[src/rtl/mnist_seq_pkg.sv]
// Shared definitions for the MNIST job sequencer: FSM states, register
// offsets within the 8 KiB window, and STATUS bit positions.
package mnist_seq_pkg;

  typedef enum logic [2:0] {
    ST_IDLE = 3'd0,
    ST_KICK = 3'd1,
    ST_WAIT = 3'd2,
    ST_SCAN = 3'd3,
    ST_DONE = 3'd4,
    ST_ERR  = 3'd5
  } seq_state_t;

  localparam logic [12:0] OFF_CTRL     = 13'h0000;
  localparam logic [12:0] OFF_STATUS   = 13'h0004;
  localparam logic [12:0] OFF_CLASS    = 13'h0008;
  localparam logic [12:0] OFF_MAX      = 13'h000C;
  localparam logic [12:0] OFF_CYCLES   = 13'h0010;
  localparam logic [12:0] OFF_IMG_BASE = 13'h1000;

  localparam int STAT_BUSY    = 0;
  localparam int STAT_DONE    = 1;
  localparam int STAT_TIMEOUT = 2;

  function automatic logic state_is_busy(input seq_state_t s);
    return (s == ST_KICK) || (s == ST_WAIT) || (s == ST_SCAN);
  endfunction

endpackage

[src/rtl/argmax_unit.sv]
// Sequential signed maximum tracker. A valid sample with clear loads the
// winner unconditionally; later samples replace it only when strictly greater.
module argmax_unit (
  input  logic        i_clk,
  input  logic        i_rst_n,
  input  logic        i_clear,
  input  logic        i_valid,
  input  logic [3:0]  i_index,
  input  logic [31:0] i_score,
  output logic [31:0] o_max,
  output logic [3:0]  o_class
);

  logic [31:0] r_max;
  logic [3:0]  r_class;

  // Track the running winner; strict compare keeps ties at the lowest index.
  always_ff @(posedge i_clk or negedge i_rst_n) begin
    if (!i_rst_n) begin
      r_max   <= 32'd0;
      r_class <= 4'd0;
    end else if (i_valid && (i_clear || ($signed(i_score) > $signed(r_max)))) begin
      r_max   <= i_score;
      r_class <= i_index;
    end else if (i_clear) begin
      r_max   <= 32'd0;
      r_class <= 4'd0;
    end
  end

  assign o_max   = r_max;
  assign o_class = r_class;

endmodule

[src/rtl/mnist_job_sequencer.sv]
// Memory-mapped job controller between the picoRV32 native bus and the MNIST
// accelerator: image loading, accelerator reset/wait, argmax scan and readback.
module mnist_job_sequencer
  import mnist_seq_pkg::*;
#(
  parameter logic [31:0] BASE_ADDR  = 32'h0300_0000,
  parameter int          N_PIX      = 785,
  parameter int          N_CLASS    = 10,
  parameter int          RST_CYCLES = 2,
  parameter int          TIMEOUT    = 200000
) (
  input  logic        clk,
  input  logic        resetn,
  input  logic        mem_valid,
  output logic        mem_ready,
  input  logic [31:0] mem_addr,
  input  logic [31:0] mem_wdata,
  input  logic [3:0]  mem_wstrb,
  output logic [31:0] mem_rdata,
  output logic        img_we,
  output logic [9:0]  img_idx,
  output logic [31:0] img_data,
  output logic        acc_reset,
  input  logic        acc_ready,
  output logic [3:0]  acc_sel,
  input  logic [31:0] acc_result,
  output logic        irq
);

  localparam logic [10:0] LP_N_PIX    = 11'(N_PIX);
  localparam logic [15:0] LP_RST_LAST = 16'(RST_CYCLES - 1);
  localparam logic [31:0] LP_WAIT_LAST = 32'(TIMEOUT - 1);
  localparam logic [3:0]  LP_SEL_LAST = 4'(N_CLASS - 1);

  seq_state_t  r_state;
  logic        r_mem_ready;
  logic [31:0] r_mem_rdata;
  logic        r_img_we;
  logic [9:0]  r_img_idx;
  logic [31:0] r_img_data;
  logic        r_acc_reset;
  logic [3:0]  r_sel;
  logic        r_irq;
  logic        r_done;
  logic        r_timeout;
  logic        r_seen_low;
  logic [15:0] r_rst_cnt;
  logic [31:0] r_wait_cnt;
  logic [31:0] r_cycles;

  logic [31:0] w_offset;
  logic [12:0] w_off13;
  logic        w_hit;
  logic        w_accept;
  logic        w_write;
  logic        w_busy;
  logic        w_ctrl_wr;
  logic        w_start;
  logic        w_clear;
  logic [9:0]  w_img_idx;
  logic        w_img_ok;
  logic        w_scan_valid;
  logic        w_scan_clear;
  logic [31:0] w_max;
  logic [3:0]  w_class;
  logic [31:0] w_rdata;

  // Offsets below BASE_ADDR wrap to large values, so one unsigned compare covers both bounds.
  assign w_offset  = mem_addr - BASE_ADDR;
  assign w_off13   = w_offset[12:0];
  assign w_hit     = mem_valid && (w_offset < 32'h0000_2000);
  assign w_accept  = w_hit && !r_mem_ready;
  assign w_write   = (mem_wstrb != 4'b0000);
  assign w_busy    = state_is_busy(r_state);
  assign w_ctrl_wr = w_accept && w_write && (w_off13 == OFF_CTRL);
  assign w_start   = w_ctrl_wr && mem_wdata[0];
  assign w_clear   = w_ctrl_wr && mem_wdata[1];
  assign w_img_idx = w_off13[11:2];
  assign w_img_ok  = w_accept && w_write && w_off13[12] && !w_busy &&
                     ({1'b0, w_img_idx} < LP_N_PIX);

  assign w_scan_valid = (r_state == ST_SCAN);
  assign w_scan_clear = w_scan_valid && (r_sel == 4'd0);

  argmax_unit u_argmax (
    .i_clk   (clk),
    .i_rst_n (resetn),
    .i_clear (w_scan_clear),
    .i_valid (w_scan_valid),
    .i_index (r_sel),
    .i_score (acc_result),
    .o_max   (w_max),
    .o_class (w_class)
  );

  // Readback mux; writes and unmapped offsets return zero.
  always_comb begin
    w_rdata = 32'd0;
    if (w_write) begin
      w_rdata = 32'd0;
    end else begin
      case (w_off13)
        OFF_STATUS: begin
          w_rdata[STAT_BUSY]    = w_busy;
          w_rdata[STAT_DONE]    = r_done;
          w_rdata[STAT_TIMEOUT] = r_timeout;
        end
        OFF_CLASS:  w_rdata = {28'd0, w_class};
        OFF_MAX:    w_rdata = w_max;
        OFF_CYCLES: w_rdata = r_cycles;
        default:    w_rdata = 32'd0;
      endcase
    end
  end

  // Bus slave: single-cycle ack, read data and image write strobe all registered together.
  always_ff @(posedge clk or negedge resetn) begin
    if (!resetn) begin
      r_mem_ready <= 1'b0;
      r_mem_rdata <= 32'd0;
      r_img_we    <= 1'b0;
      r_img_idx   <= 10'd0;
      r_img_data  <= 32'd0;
    end else begin
      r_mem_ready <= w_accept;
      r_mem_rdata <= w_accept ? w_rdata : 32'd0;
      r_img_we    <= w_img_ok;
      if (w_img_ok) begin
        r_img_idx  <= w_img_idx;
        r_img_data <= mem_wdata;
      end
    end
  end

  // Job FSM; irq and the done/timeout flags are raised on the transition into DONE/ERR.
  always_ff @(posedge clk or negedge resetn) begin
    if (!resetn) begin
      r_state     <= ST_IDLE;
      r_acc_reset <= 1'b0;
      r_sel       <= 4'd0;
      r_irq       <= 1'b0;
      r_done      <= 1'b0;
      r_timeout   <= 1'b0;
      r_seen_low  <= 1'b0;
      r_rst_cnt   <= 16'd0;
      r_wait_cnt  <= 32'd0;
      r_cycles    <= 32'd0;
    end else begin
      r_irq <= 1'b0;
      if (w_busy && (r_cycles != 32'hFFFF_FFFF)) begin
        r_cycles <= r_cycles + 32'd1;
      end
      case (r_state)
        ST_IDLE: begin
          if (w_start) begin
            r_state     <= ST_KICK;
            r_acc_reset <= 1'b1;
            r_rst_cnt   <= 16'd0;
            r_seen_low  <= 1'b0;
            r_done      <= 1'b0;
            r_timeout   <= 1'b0;
            r_cycles    <= 32'd0;
          end else if (w_clear) begin
            r_done    <= 1'b0;
            r_timeout <= 1'b0;
          end
        end
        ST_KICK: begin
          if (!acc_ready) begin
            r_seen_low <= 1'b1;
          end
          if (r_rst_cnt == LP_RST_LAST) begin
            r_state     <= ST_WAIT;
            r_acc_reset <= 1'b0;
            r_wait_cnt  <= 32'd0;
          end else begin
            r_rst_cnt <= r_rst_cnt + 16'd1;
          end
        end
        ST_WAIT: begin
          // Ready only counts once a low has been seen, so a stale high is ignored.
          if (acc_ready && r_seen_low) begin
            r_state <= ST_SCAN;
            r_sel   <= 4'd0;
          end else if (r_wait_cnt == LP_WAIT_LAST) begin
            r_state   <= ST_ERR;
            r_timeout <= 1'b1;
            r_irq     <= 1'b1;
          end else begin
            r_wait_cnt <= r_wait_cnt + 32'd1;
            if (!acc_ready) begin
              r_seen_low <= 1'b1;
            end
          end
        end
        ST_SCAN: begin
          if (r_sel == LP_SEL_LAST) begin
            r_state <= ST_DONE;
            r_sel   <= 4'd0;
            r_done  <= 1'b1;
            r_irq   <= 1'b1;
          end else begin
            r_sel <= r_sel + 4'd1;
          end
        end
        ST_DONE: r_state <= ST_IDLE;
        ST_ERR:  r_state <= ST_IDLE;
        default: r_state <= ST_IDLE;
      endcase
    end
  end

  assign mem_ready = r_mem_ready;
  assign mem_rdata = r_mem_rdata;
  assign img_we    = r_img_we;
  assign img_idx   = r_img_idx;
  assign img_data  = r_img_data;
  assign acc_reset = r_acc_reset;
  assign acc_sel   = r_sel;
  assign irq       = r_irq;

endmodule

[config.mk]
export PLATFORM = sky130hd
export DESIGN_NAME = mnist_job_sequencer
export DESIGN_NICKNAME = d
export VERILOG_FILES = /design/src/rtl/mnist_seq_pkg.sv /design/src/rtl/argmax_unit.sv /design/src/rtl/mnist_job_sequencer.sv
export SDC_FILE = /design/constraint.sdc
export NUM_CORES = 1
export LEC_CHECK = 0
export BUFFER_PORTS_ARGS = -buffer_cell sky130_fd_sc_hd__buf_2
export CAP_MARGIN = 20
export CORE_UTILIZATION = 46
export DETAILED_ROUTE_END_ITERATION = 8
export PLACE_DENSITY = 0.76
export SLEW_MARGIN = 5
export SYNTH_ARGS = -nofsm -noshare
export SYNTH_HDL_FRONTEND = slang
export SYNTH_HIERARCHICAL = 1
export SYNTH_SLANG_ARGS = --single-unit
export TNS_END_PERCENT = 5
[constraint.sdc]
create_clock -name clk -period 6.9 [get_ports clk]
set_input_delay 0.345 -clock clk [delete_from_list [all_inputs] [get_ports clk]]
set_output_delay 0.345 -clock clk [all_outputs]
set_load 0.02 [all_outputs]
==> impl_metrics.env <==
export IMPL_cp_startpoint="r_state[1]$_DFFE_PN0P_"
export IMPL_ys_seq_area_share_pct=48.7
export IMPL_finClkSkew_ps=27.9
export IMPL_reg2regPathDepth=5
export IMPL_min_to="img_data[13]$_DFFE_PN0P_"
export IMPL_end_kind="flip-flop"
export IMPL_min_from="mem_wdata[13]"
export IMPL_grt_max_degree=75
export IMPL_clk_pin_slew_ps=60
export IMPL_clock_sinks=204
export IMPL_routed_wl_um=25800
export IMPL_power_density_mw_per_mm2=203
export IMPL_wl_per_cell_um=17.4
export IMPL_hold_violations=0
export IMPL_maxCapViolations=0
export IMPL_clk_latency_ps=520
export IMPL_cts_setup_buffers=0
export IMPL_netlist_top_cells_area="dfrtp_1 49%, mux2_2 4.8%, ha_1 4.7%, nor2_1 3.2%, a22o_1 3.0%"
export IMPL_synth_top_area_share_pct=48.7
export IMPL_antenna_found_initial=0
export IMPL_tritoncts="done"
export IMPL_r2r_end="r_wait_cnt[15]$_DFFE_PN0P_"
export IMPL_die_w_um=153
export IMPL_grt_pass1_vias=8549
export IMPL_outcome="complete, no violations"
export IMPL_report_final_slew_viol_count=0
export IMPL_synth_avg_cell_area_um2=10.4
export IMPL_dieArea_mm2=0.0234
export IMPL_synth_edff_count=0
export IMPL_synth_common_cells="204 x dfrtp_1, 89 x nor2_1, 53 x nand2_1"
export IMPL_grt_setup_unrepaired="false"
export IMPL_peakVddDrop_uv=127
export IMPL_seq_area_mm2=0.00510
export IMPL_ant_nets=0
export IMPL_final_min_clock_period_ps=2960
export IMPL_worst_hold_path_type="input port to flip-flop"
export IMPL_start_util_pct=47.5
export IMPL_comb_power_share_pct=5.3
export IMPL_fin_setup_tns_ps=0
export IMPL_critPathKind="flip-flop to flip-flop"
export IMPL_drt_iter0_markers=568
export IMPL_drcViolationCount=0
export IMPL_relSlewSlack_pct=26.1
export IMPL_fmax_mhz=338
export IMPL_tightest_slew_ps=1090
export IMPL_syn_inst=1010
export IMPL_cts_hold_buf=1
export IMPL_synthFlopType="dfrtp_1"
export IMPL_diodes=0
export IMPL_path_max_fanout=12
export IMPL_ys_types=67
export IMPL_cts_path_max_buffers=3
export IMPL_dpl_hpwl_um=18100
export IMPL_area_delta_synth_final_pct=17.9
export IMPL_required_ps=7320
export IMPL_multi_input_comb_area_mm2=0.00495
export IMPL_setup_viol=0
export IMPL_port_buffers=185
export IMPL_synth_area_mm2=0.0105
export IMPL_reg2reg_from="r_state[1]$_DFFE_PN0P_"
export IMPL_cts_buffers=23
export IMPL_track_usage_pct=22.4
export IMPL_h_tree_depth=1
export IMPL_seqPwrFrac_pct=48.5
export IMPL_cp_arrival_ps=3380
export IMPL_final_area_mm2=0.0124
export IMPL_chipHeight_um=153
export IMPL_async_flop_share_pct=100
export IMPL_vias=8618
export IMPL_ys_seq_elements=204
export IMPL_synth_most_common_cell="dfrtp_1"
export IMPL_drive_gt1_share_pct=24.8
export IMPL_rows=54
export IMPL_finalCritPeriodShare_pct=42.9
export IMPL_intPower_uw=1950
export IMPL_p_sw_uw=562
export IMPL_nets=1329
export IMPL_yosysWarnings=6
export IMPL_r2r_slack_ps=3940
export IMPL_cts_root_buffer="clkbuf_16"
export IMPL_grt_ovfl_total=0
export IMPL_core_area_mm2=0.0221
export IMPL_grt_pass1_wl_um=43000
export IMPL_startpoint_type="flip-flop"
export IMPL_post_dp_cell_area_mm2=0.0116
export IMPL_io_pin_count=186
export IMPL_hold_depth=2
export IMPL_p_leak_uw=0.00583
export IMPL_first_pass_iters=5
export IMPL_clockPowerShare_pct=46.2
export IMPL_fillers=1929
export IMPL_syn_nets=1153
export IMPL_synth_top_area_cell="dfrtp_1"
export IMPL_gp_congestion=0.831
export IMPL_cts_resized_gates=0
export IMPL_p_sw_share_pct=22.4
export IMPL_via_per_inst=5.83
## cell type report
class | instances | share of cell area (%)
multi-input combinational | 711 | 40.0
sequential | 204 | 41.3
clock buffer | 34 | 5.56
clock inverter | 4 | 0.192
inverter | 47 | 1.43
tap | 280 | 2.83
timing repair buffer | 199 | 8.67
## cell usage in the layout (no fill, tap or decap), types with 8 or more instances in the layout
cell type  Yosys  layout
a22oi_1       31      31
ha_1          39      39
inv_1         47      47
a22o_1        36      36
nand4_1       39      39
or4_1         20      20
dfrtp_1      204     204
nand3_1       46      45
o21ai_0       34      34
or3_1         19      19
and3_1        12      12
xnor2_1       12      12
o211ai_1      10      10
nor3_1        15      15
and4_1        21      21
a21oi_1       49      49
nor4_1        20      20
o31ai_1       21      21
buf_2         17     184
buf_4          1      10
mux2_2        45      45
clkbuf_8       0       8
clkbuf_16      0      23
nand2_1       53      53
nor2_1        89      88
xor2_1        22      22
## per-stage QoR
stage,setup slack (ps),cells,util (%),power [uW],hold WS [ps]
finish,3940,1479,55.9,2510,56.7
global route,3750,1479,55.9,2600,45.9
detailed placement,3840,1438,52.5,1370,368
floorplan,4300,1010,-,1290,49.4
global placement,3940,1437,52.4,1370,367
CTS,3840,1477,55.8,2530,44.3
## how the worst max path moves through the flow
stage	end	slack, ps	cells past startpoint
floorplan	u_argmax/o_class[0]$_DFFE_PN0P_	4300	8
finish	r_wait_cnt[15]$_DFFE_PN0P_	3940	5
global route	r_wait_cnt[15]$_DFFE_PN0P_	3750	5
detailed placement	u_argmax/o_max[13]$_DFFE_PN0P_	3840	7
CTS	u_argmax/o_max[13]$_DFFE_PN0P_	3840	7
global placement	img_data[3]$_DFFE_PN0P_	3940	6
## power by group through the flow
stage / Clock [uW] / Sequential [uW] / Combinational (uW)
2_1_floorplan: 0 / 1230 / 59.5
3_3_place_gp: 0 / 1240 / 130
3_5_place_dp: 0 / 1240 / 134
4_1_cts: 1180 / 1210 / 136
5_1_grt: 1230 / 1220 / 153
6_report: 1160 / 1220 / 133
## registers in the layout, indices dropped and copies added, names as in the netlist
register	count
mem_ready	1
img_we	1
mem_rdata	32
r_wait_cnt	32
r_cycles	32
r_state	3
acc_reset	1
img_data	32
img_idx	10
r_seen_low	1
r_rst_cnt	16
acc_sel	4
u_argmax/o_class	4
u_argmax/o_max	32
irq	1
r_timeout	1
r_done	1
## layer usage
layer	track usage (%)	part of all wire (%)	vias to the layer above
met3	3.12	4.6	47
met1	29.4	44	4219
met4	6.49	2.4	0
met2	38.8	49	234
met5	0	0	-
li1	-	-	4118
## kinds of logic after synthesis
family	count (synthesis)	share of synthesized area (%)
flip-flops	204	48.7
AO/OA/AOI/OAI	215	14.3
XOR/XNOR	34	2.84
adder cells (fa/ha/maj)	39	4.65
AND/OR/NAND/NOR	377	20.3
multiplexers	46	4.93
buffers and inverters	95	4.28
## critical path, cell delays in order (launching register included)
cell	delay, ps
dfrtp_1	560
inv_1	180
nor4bb_2	980
o21ai_1	440
or4_1	570
a21oi_1	150
Note: power is estimated with default switching activity, not from simulation.
